<file path="src/rtl/ser2par_sync.sv">
// rtl/ser2par_sync.sv - comma-aligned serial-to-parallel deserialiser
// Hunts for COMMA bit-by-bit, locks after COMMA_COUNT aligned commas, then emits MSB-first words.
module ser2par_sync #(
   parameter int               WIDTH       = 8,
   parameter logic [WIDTH-1:0] COMMA       = 8'hBC,
   parameter int               COMMA_COUNT = 4
) (
   input  logic             CLK,
   input  logic             RESET,
   input  logic             D,
   input  logic             valid_in,
   output logic [WIDTH-1:0] data_out,
   output logic             valid_out,
   output logic             active
);

   localparam int            CW   = (WIDTH > 1) ? $clog2(WIDTH) : 1;
   localparam logic [CW-1:0] LAST = CW'(WIDTH - 1);
   localparam logic [3:0]    CC   = 4'(COMMA_COUNT);

   typedef enum logic [1:0] {
      SEARCH = 2'd0,
      ALIGN  = 2'd1,
      LOCKED = 2'd2
   } state_t;

   state_t           state, state_nxt;
   logic [WIDTH-1:0] sr, next_sr;
   logic [CW-1:0]    bit_cnt, bit_cnt_nxt, bit_cnt_inc;
   logic [3:0]       bc_cnt, bc_cnt_nxt, bc_cnt_inc;
   logic [WIDTH-1:0] data_nxt;
   logic             valid_nxt;
   logic             is_comma, boundary;

   // All compares look at the word including the bit arriving on this edge.
   always_comb begin
      next_sr     = {sr[WIDTH-2:0], D};
      is_comma    = (next_sr == COMMA);
      boundary    = (bit_cnt == LAST);
      bit_cnt_inc = boundary ? '0 : bit_cnt + 1'b1;
      bc_cnt_inc  = (bc_cnt >= CC) ? bc_cnt : bc_cnt + 4'd1;

      state_nxt   = state;
      bit_cnt_nxt = bit_cnt;
      bc_cnt_nxt  = bc_cnt;
      data_nxt    = data_out;
      valid_nxt   = 1'b0;

      if (valid_in) begin
         case (state)
            SEARCH: begin
               if (is_comma) begin
                  bit_cnt_nxt = '0;
                  bc_cnt_nxt  = 4'd1;
                  state_nxt   = (CC == 4'd1) ? LOCKED : ALIGN;
               end
            end
            ALIGN: begin
               bit_cnt_nxt = bit_cnt_inc;
               if (boundary) begin
                  if (is_comma) begin
                     bc_cnt_nxt = bc_cnt_inc;
                     if (bc_cnt_inc == CC)
                        state_nxt = LOCKED;
                  end else begin
                     bc_cnt_nxt = 4'd0;
                     state_nxt  = SEARCH;
                  end
               end
            end
            LOCKED: begin
               bit_cnt_nxt = bit_cnt_inc;
               if (boundary) begin
                  data_nxt  = next_sr;
                  valid_nxt = !is_comma;
               end
            end
            default: begin
               state_nxt = SEARCH;
            end
         endcase
      end
   end

   always_ff @(posedge CLK) begin
      if (RESET) begin
         state     <= SEARCH;
         sr        <= '0;
         bit_cnt   <= '0;
         bc_cnt    <= 4'd0;
         data_out  <= '0;
         valid_out <= 1'b0;
         active    <= 1'b0;
      end else begin
         if (valid_in)
            sr <= next_sr;
         state     <= state_nxt;
         bit_cnt   <= bit_cnt_nxt;
         bc_cnt    <= bc_cnt_nxt;
         data_out  <= data_nxt;
         valid_out <= valid_nxt;
         active    <= (state_nxt == LOCKED);
      end
   end

endmodule

</file>
<file path="config.mk">
export PLATFORM = sky130hd
export DESIGN_NAME = ser2par_sync
export DESIGN_NICKNAME = d
export VERILOG_FILES = /design/src/rtl/ser2par_sync.sv
export SDC_FILE = /design/constraint.sdc
export NUM_CORES = 1
export LEC_CHECK = 0
export ABC_AREA = 1
export CAP_MARGIN = 20
export CORE_ASPECT_RATIO = 1.2
export CORE_MARGIN = 3
export CORE_UTILIZATION = 25
export CTS_BUF_LIST = sky130_fd_sc_hd__clkbuf_8
export DETAILED_ROUTE_END_ITERATION = 10
export SLEW_MARGIN = 20
export SYNTH_ARGS = -nofsm -noshare
export SYNTH_HDL_FRONTEND = slang
export SYNTH_SLANG_ARGS = --single-unit
</file>
<file path="constraint.sdc">
create_clock -name CLK -period 1.7 [get_ports CLK]
set_input_delay 0.34 -clock CLK [delete_from_list [all_inputs] [get_ports CLK]]
set_output_delay 0.34 -clock CLK [all_outputs]
set_load 0.005 [all_outputs]
</file>
==> run summary, run 1 <==
RUN STATUS
----------------------------------------------------------------------------------------
Status                                                                      complete, no violations

TIMING
----------------------------------------------------------------------------------------
Total count of hold-check failures in the final report                                 0
Worst slew pin tran                                                             322.3 ps
Final Slew Violations                                                                  0
Relative slew margins                                                             78.51%
Smallest setup slack after layout                                               189.8 ps
Ratio of final minimum period to clock period                                     88.84%
Min cycle time layout                                                            1510 ps
Sum of negative setup slack                                                         0 ps
Clock skew                                                                      1.532 ps
Max Freq                                                                       662.2 MHz
Final setup violating endpoints                                                        0
RSZ-0062 raised after global routing                                               false

SETUP PATH
----------------------------------------------------------------------------------------
Worst setup SP type                                                             register
Crit end category                                                               register
Critical Path Slowest Stage Cell                                                 dfxtp_2
Register-to-Register Path Depth                                                       10
Data required time at the worst endpoint                                         1910 ps
R2r endpoint                                                                      active
Largest fanout of any net on the critical path                                         4
Crit path arrival time                                                           1720 ps
Top Family by Delay on Critical Path                                        simple AND/OR/NAND/NOR gates
Crit path launch                                                              bit_cnt[0]
Largest incremental delay on the critical path                                    360 ps
Critical path class                                                         register to register
Cell occurring most often along the worst timing path                            nand2_1
Worst flop-to-flop path startpoint                                            bit_cnt[0]
Sum of buffers and inverters on the critical path                                      0
Cell breakdown of the critical path                                         ha_1, ha_4, nand2_1, nor2_1, nand3_1, nand2_1, nand2_1, a21oi_2, nand2_1, nor2_1
Reg-to-reg setup timing slack                                                     190 ps

SYNTHESIS
----------------------------------------------------------------------------------------
Netlist area before placement                                               0.001277 sq mm
Syn_area_per_cell                                                            7.604 sq um
Number of flops mapped to enable cells by yosys                                        0
Flip-flop and latch count after synthesis                                             26
Post-synthesis async set-or-reset flop share                                          0%
Post-synthesis cell count                                                            168
Sequential area share after synthesis                                             40.74%
Total number of yosys warnings                                                         0
Ys flop type                                                                     dfxtp_1
Total nets after synthesis                                                           180
Post-synthesis cell type count                                                        24

CLOCK NETWORK
----------------------------------------------------------------------------------------
Clock transition at path regs                                                      90 ps
Cell at the root of the clock tree                                              clkbuf_8
CTS tree                                                                             yes
Buffers from clock root to sink, at most                                               2
Clock latency at the later pin of the worst-skew pair                             270 ps
CTS H-tree lvls                                                                        1
Total clock sinks                                                                     26
Num CTS Buffers                                                                        3
Quantity of hold-fixing buffers added after cts                                        0
Total setup buffers inserted after CTS                                                 0

PLACE
----------------------------------------------------------------------------------------
Final weighted congestion of routability-driven global placement                  0.7861
Minimum setup slack after placement                                            -39.85 ps
HPWL after detailed placement                                                    1853 um
Placed instance area                                                        0.001529 sq mm
PortBufs                                                                              13

ROUTING
----------------------------------------------------------------------------------------
Residual DRC count                                                                     0
Routed length per instance                                                      9.927 um
Count of routing violations after the opening detailed-route iteration                42
Number of vias in the routed layout                                                 1060
Number of search-and-repair iterations in the first detailed-routing pass              4
Final antenna-violating net count                                                      0
Drt total wl                                                                     2462 um
Drt via density                                                                    4.274

LAYOUT
----------------------------------------------------------------------------------------
Leading cell type in the layout, fill and taps excluded                          nand2_1
Commonest cells after routing, fill and taps aside                          nand2_1, dfxtp_1, inv_1, nor2_1, o21ai_0
Area growth from synthesis to layout                                              25.37%
Fraction of final layout cells with drive strength greater than 1                 17.37%
Layout Nets                                                                          203
Area of all placed cells without fillers                                    0.001602 sq mm
Post-route core utilization                                                       33.62%
Number of inserted diodes                                                              0

POWER
----------------------------------------------------------------------------------------
Power density cells                                                         677.4 mW/mm^2
Fraction of power consumed by the clock network                                    36.5%
Tot Pwr                                                                          1085 uW
Standby leakage power                                                       0.0006342 uW
Gate power share                                                                    5.6%
Internal portion of total power                                                 851.7 uW
Switching Fraction                                                                21.49%
Proportion of power drawn by flip-flops and latches                                57.9%
Worst VDD drop                                                               0.0002702 V
Switching power                                                                 233.1 uW

DIE
----------------------------------------------------------------------------------------
Number of rows in the core area                                                       27
I/O pin cnt                                                                           14
Die boundary height                                                             84.31 um
Starting density of the core                                                      26.82%
Die extent in x                                                                 71.26 um
Die footprint                                                               0.006007 sq mm
Core region area                                                            0.004763 sq mm

WORST HOLD PATH
----------------------------------------------------------------------------------------
Class of the worst hold path                                                register to register
WHS Path Cells                                                                         2
End point of the worst hold path                                             data_out[7]
Startpoint of the most critical hold path                                    data_out[7]

GLOBAL ROUTING
----------------------------------------------------------------------------------------
Maximum number of pins on one net before global-route repair                          18
Residual overflow from global routing                                                  0
Global Route Usage Sum                                                            9.153%
First-pass GRT wire length                                                       4519 um
Initial antenna violation count                                                        0
Via count of the first global-routing pass                                          1083

JOB
----------------------------------------------------------------------------------------
Max-Cap Viols                                                                          0

==> what timing repair did <==
item / CTS / global route
resized for setup: 0 / 4
setup endpoints to repair: 0 / 2
hold endpoints to repair: 0 / 0
==> synthesized netlist by cell type (2+ instances only) <==
cell type	n	area [sq um]
a21oi_1	17	85.08
buf_2	3	15.01
dfxtp_1	26	520.5
ha_1	8	100.1
inv_1	22	82.58
inv_2	3	11.26
nand2_1	29	108.9
nand2_2	3	18.77
nand3_1	5	25.02
nor2_1	19	71.32
nor2_2	2	12.51
nor2_4	2	22.52
o21ai_0	18	90.09
==> cell families (layout without fill, tap and decap cells) <==
logic type,Yosys count,after routing,share of synthesized area (%)
fa+ha+maj,8,8,7.836
buf+inv,29,51,8.814
simple gates,64,64,23.70
compound gates,41,41,18.90
flops,26,26,40.74
==> worst register-to-register path, cell delays in order, from the launching register on <==
cell     delay (ps)
dfxtp_2         360
ha_1            200
ha_4            170
nand2_1          50
nor2_1           80
nand3_1         110
nand2_1          90
nand2_1          70
a21oi_2         150
nand2_1          70
nor2_1          100
==> through the flow <==
step / instances / hold WS, ps
after detailed placement: 244 / 435.2
after global placement: 244 / 430.4
final: 248 / 444.5
after global routing: 248 / 463.8
after CTS: 248 / 448.7
after floorplan: 168 / 440.0
==> per-layer routing <==
| layer | share of wire (%) | wire (um) | up-vias | global-route usage, % |
|---|---|---|---|---|
| li1 | - | - | 582 | - |
| met1 | 49 | 1210 | 460 | 10.61 |
| met2 | 45 | 1111 | 13 | 15.55 |
| met3 | 3.8 | 93 | 5 | 2.395 |
| met4 | 1.9 | 46 | 0 | 4.103 |
| met5 | 0 | 0 | - | 0 |
==> cell type report <==
type / instances / area [sq um]
Inverter: 25 / 93.84
Timing Repair Buffer: 22 / 197.7
Multi-Input combinational cell: 113 / 660.6
Sequential cell: 26 / 521.8
Clock buffer: 4 / 55.05
Fill cell: 495 / 3162
Tap cell: 58 / 72.57
==> state kept, by name, summed over array words and instances (netlist names) <==
signal     count
sr             7
bit_cnt        3
data_out       8
active         1
valid_out      1
bc_cnt         4
state          2
==> how the worst max path moves through the flow <==
stage,to,slack (ps),cells after the start
CTS,active,30,10
floorplan,active,320,10
global route,active,50,12
global placement,bc_cnt[3],-10,9
detailed placement,bc_cnt[3],-40,9
finish,active,190,10
==> power groups by stage <==
stage / Combinational, uW / Clock (uW) / Sequential, uW
2_1_floorplan: 36.5 / 0 / 640
3_3_place_gp: 60.8 / 0 / 642
3_5_place_dp: 61.4 / 0 / 642
4_1_cts: 61.6 / 414 / 628
5_1_grt: 69.3 / 445 / 630
6_report: 61.0 / 396 / 628
No activity file was read; power rests on OpenSTA's default activity.
==> inputs of run 2 (changes only) <==
--- a/config.mk
+++ b/config.mk
@@ -12,6 +12,7 @@
 export CORE_UTILIZATION = 25
 export CTS_BUF_LIST = sky130_fd_sc_hd__clkbuf_8
 export DETAILED_ROUTE_END_ITERATION = 10
+export REMOVE_ABC_BUFFERS = 1
 export SLEW_MARGIN = 20
 export SYNTH_ARGS = -nofsm -noshare
 export SYNTH_HDL_FRONTEND = slang
==> constraint.sdc (replaced) <==
create_clock -name CLK -period 1.7 [get_ports CLK]
set_input_delay 0.34 -clock CLK [delete_from_list [all_inputs] [get_ports CLK]]
set_output_delay 0.34 -clock CLK [all_outputs]
set_load 0.05 [all_outputs]
==> run 2 against run 1 <==
Effect of this change: worst hold slack is essentially flat; highest routed layer unchanged; final cell count fell by 0.40%; critical endpoint unchanged; combinational power grew 5.2%; critical path type unchanged.
==> run summary, run 2 (same netlist as run 1, synthesis figures left out) <==
LAYOUT
----------------------------------------------------------------------------------------
Fill cell count                                                                      515   was 495
Fraction of final layout cells with drive strength greater than 1                 21.69%   was 17.37%
Regs by FF count                                                            data_out: 8 flops, sr: 7 flops, bc_cnt: 4 flops   unchanged
Area growth from synthesis to layout                                              22.72%   was 25.37%
Register with the highest flop count                                            data_out   unchanged
Max reg flops                                                                          8   unchanged
Sequential cell area                                                         521.8 sq um   unchanged
Commonest cells after routing, fill and taps aside                          nand2_1, dfxtp_1, inv_1, nor2_1, o21ai_0   unchanged
Leading cell type in the layout, fill and taps excluded                          nand2_1   unchanged
Layout Nets                                                                          202   was 203
Post-layout instance count excluding filler cells                                    247   was 248
Number of inserted diodes                                                              0   unchanged
Area occupied by multi-input gates                                           646.9 sq um   was 660.6 sq um

JOB
----------------------------------------------------------------------------------------
Max-Cap Viols                                                                          0   unchanged

CLOCK NETWORK
----------------------------------------------------------------------------------------
Total clock sinks                                                                     26   unchanged
Clock latency at the later pin of the worst-skew pair                             270 ps   about the same
Total setup buffers inserted after CTS                                                 0   unchanged
Cell at the root of the clock tree                                              clkbuf_8   unchanged
Buffers from clock root to sink, at most                                               2   unchanged
Number of instances resized during post-cts repair                                     0   unchanged
CTS H-tree lvls                                                                        1   unchanged
Quantity of hold-fixing buffers added after cts                                        0   unchanged
CTS tree                                                                             yes   unchanged
Num CTS Buffers                                                                        3   unchanged
Clock transition at path regs                                                      90 ps   about the same

DIE
----------------------------------------------------------------------------------------
Die footprint                                                               0.006007 sq mm   unchanged
I/O pin cnt                                                                           14   unchanged
Die boundary height                                                             84.31 um   unchanged
Core region area                                                            0.004763 sq mm   unchanged
Starting density of the core                                                      26.82%   unchanged
Die extent in x                                                                 71.26 um   unchanged
Number of rows in the core area                                                       27   unchanged

SETUP PATH
----------------------------------------------------------------------------------------
Critical Path Slowest Stage Cell                                                 dfxtp_2   unchanged
Cell breakdown of the critical path                                         ha_1, ha_2, nand2_1, nor2_1, nand3_1, nand2_1, nand2_1, a21oi_1, nand2_1, nor2_1   was ha_1, ha_4, nand2_1, nor2_1, nand3_1, nand2_1, nand2_1, a21oi_2, nand2_1, nor2_1
Largest incremental delay on the critical path                                    350 ps   was 360 ps
Crit path arrival time                                                           1710 ps   was 1720 ps
Data required time at the worst endpoint                                         1910 ps   about the same
Largest fanout of any net on the critical path                                         4   unchanged
Worst setup SP type                                                             register   unchanged
Crit end category                                                               register   unchanged
Cell occurring most often along the worst timing path                            nand2_1   unchanged
Critical path class                                                         register to register   unchanged

GLOBAL ROUTING
----------------------------------------------------------------------------------------
Initial antenna violation count                                                        0   unchanged
Residual overflow from global routing                                                  0   unchanged
Via count of the first global-routing pass                                           993   was 1083
Maximum number of pins on one net before global-route repair                          18   unchanged
First-pass GRT wire length                                                       4264 um   was 4519 um
Global Route Usage Sum                                                            8.939%   was 9.153%

POWER
----------------------------------------------------------------------------------------
Switching power                                                                 235.6 uW   was 233.1 uW
Worst VDD drop                                                               0.0002688 V   was 0.0002702 V
Power density cells                                                         695.7 mW/mm^2   was 677.4 mW/mm^2
Internal portion of total power                                                 855.1 uW   was 851.7 uW
Gate power share                                                                    5.9%   was 5.6%
Fraction of power consumed by the clock network                                    36.5%   about the same
Switching Fraction                                                                21.60%   was 21.49%
Standby leakage power                                                       0.0006542 uW   was 0.0006342 uW
Proportion of power drawn by flip-flops and latches                                57.6%   was 57.9%

TIMING
----------------------------------------------------------------------------------------
Smallest setup slack after layout                                               202.5 ps   was 189.8 ps
Ratio of final minimum period to clock period                                     88.09%   was 88.84%
Min cycle time layout                                                            1498 ps   was 1510 ps
Worst slew pin tran                                                             335.3 ps   was 322.3 ps
Max Freq                                                                       667.8 MHz   was 662.2 MHz
Sum of negative setup slack                                                         0 ps   unchanged
Clock skew                                                                      2.520 ps   was 1.532 ps
Final setup violating endpoints                                                        0   unchanged
RSZ-0062 raised after global routing                                               false   unchanged
Final Slew Violations                                                                  0   unchanged
Total count of hold-check failures in the final report                                 0   unchanged
Relative slew margins                                                             77.65%   was 78.51%
Minimum hold slack                                                              444.1 ps   was 444.5 ps

ROUTING
----------------------------------------------------------------------------------------
Count of routing violations after the opening detailed-route iteration                58   was 42
Number of vias in the routed layout                                                 1073   was 1060
Number of search-and-repair iterations in the first detailed-routing pass              4   unchanged
Drt via density                                                                    4.344   was 4.274
Drt total wl                                                                     2441 um   was 2462 um
Residual DRC count                                                                     0   unchanged
Final antenna-violating net count                                                      0   unchanged
Routed length per instance                                                      9.883 um   was 9.927 um

PLACE
----------------------------------------------------------------------------------------
Placed instance count                                                                243   was 244
PortBufs                                                                              13   unchanged
Minimum setup slack after placement                                            -44.24 ps   was -39.85 ps
Final weighted congestion of routability-driven global placement                  0.7746   was 0.7861
HPWL after detailed placement                                                    1851 um   was 1853 um

WORST HOLD PATH
----------------------------------------------------------------------------------------
Class of the worst hold path                                                register to register   unchanged

RUN STATUS
----------------------------------------------------------------------------------------
Status                                                                      complete, no violations   unchanged

==> run 2: changes by cell type in the layout (fill, tap and decap cells not counted) <==
| cell | delta |
|---|---|
| ha_4 | -1 |
| a21oi_1 | +1 |
| clkdlybuf4s50_1 | -10 |
| a21oi_2 | -1 |
| buf_4 | +8 |
| ha_2 | +1 |
| buf_12 | +1 |
==> run 2: power by group through the flow <==
stage | clock [uW] | combinational [uW] | sequential, uW
6_report | 399 | 64.2 | 628
3_3_place_gp | 0 | 64.6 | 642
4_1_cts | 420 | 65.1 | 628
3_5_place_dp | 0 | 64.9 | 642
5_1_grt | 436 | 72.6 | 630
2_1_floorplan | 0 | 29.9 | 640
==> run 2: final timing paths <==
path               startpoint     endpoint  slack [ps]  cells after the start
hold reg to reg   data_out[5]  data_out[5]         440                      2
hold / removal    data_out[5]  data_out[5]         440                      2
setup / recovery   bit_cnt[0]       active         200                     10
setup reg to reg   bit_cnt[0]       active         200                     10
==> run 2: critical path, delay by kind of cell (launching register included) <==
| family | cells | cell delay (ps) |
|---|---|---|
| AND/OR/NAND/NOR | 7 | 550 |
| adder cells (fa/ha/maj) | 2 | 370 |
| flip-flops | 1 | 350 |
| AO/OA/AOI/OAI | 1 | 160 |
==> run 2: metrics by stage <==
step,util (%),power (uW),cell area [sq um]
floorplan,-,669.8,1259
detailed placement,31.68,707.2,1509
CTS,32.83,1114,1564
global placement,31.68,706.7,1509
finish,32.91,1091,1568
global route,32.91,1138,1568
==> run 2: metal layers <==
layer / part of all wire [%] / GRT usage, % / up-vias
met2: 44 / 13.63 / 16
met1: 49 / 10.91 / 469
li1: - / - / 584
met5: 0 / 0 / -
met4: 2.8 / 6.154 / 0
met3: 3.9 / 2.156 / 4
==> run 2: layout make-up <==
| class | count | area share [%] |
|---|---|---|
| multi-input cells | 113 | 41.26 |
| flip-flops and latches | 26 | 33.28 |
| repair buffers | 21 | 11.33 |
| inverters | 25 | 5.986 |
| well taps | 58 | 4.629 |
| clock buffers | 4 | 3.512 |
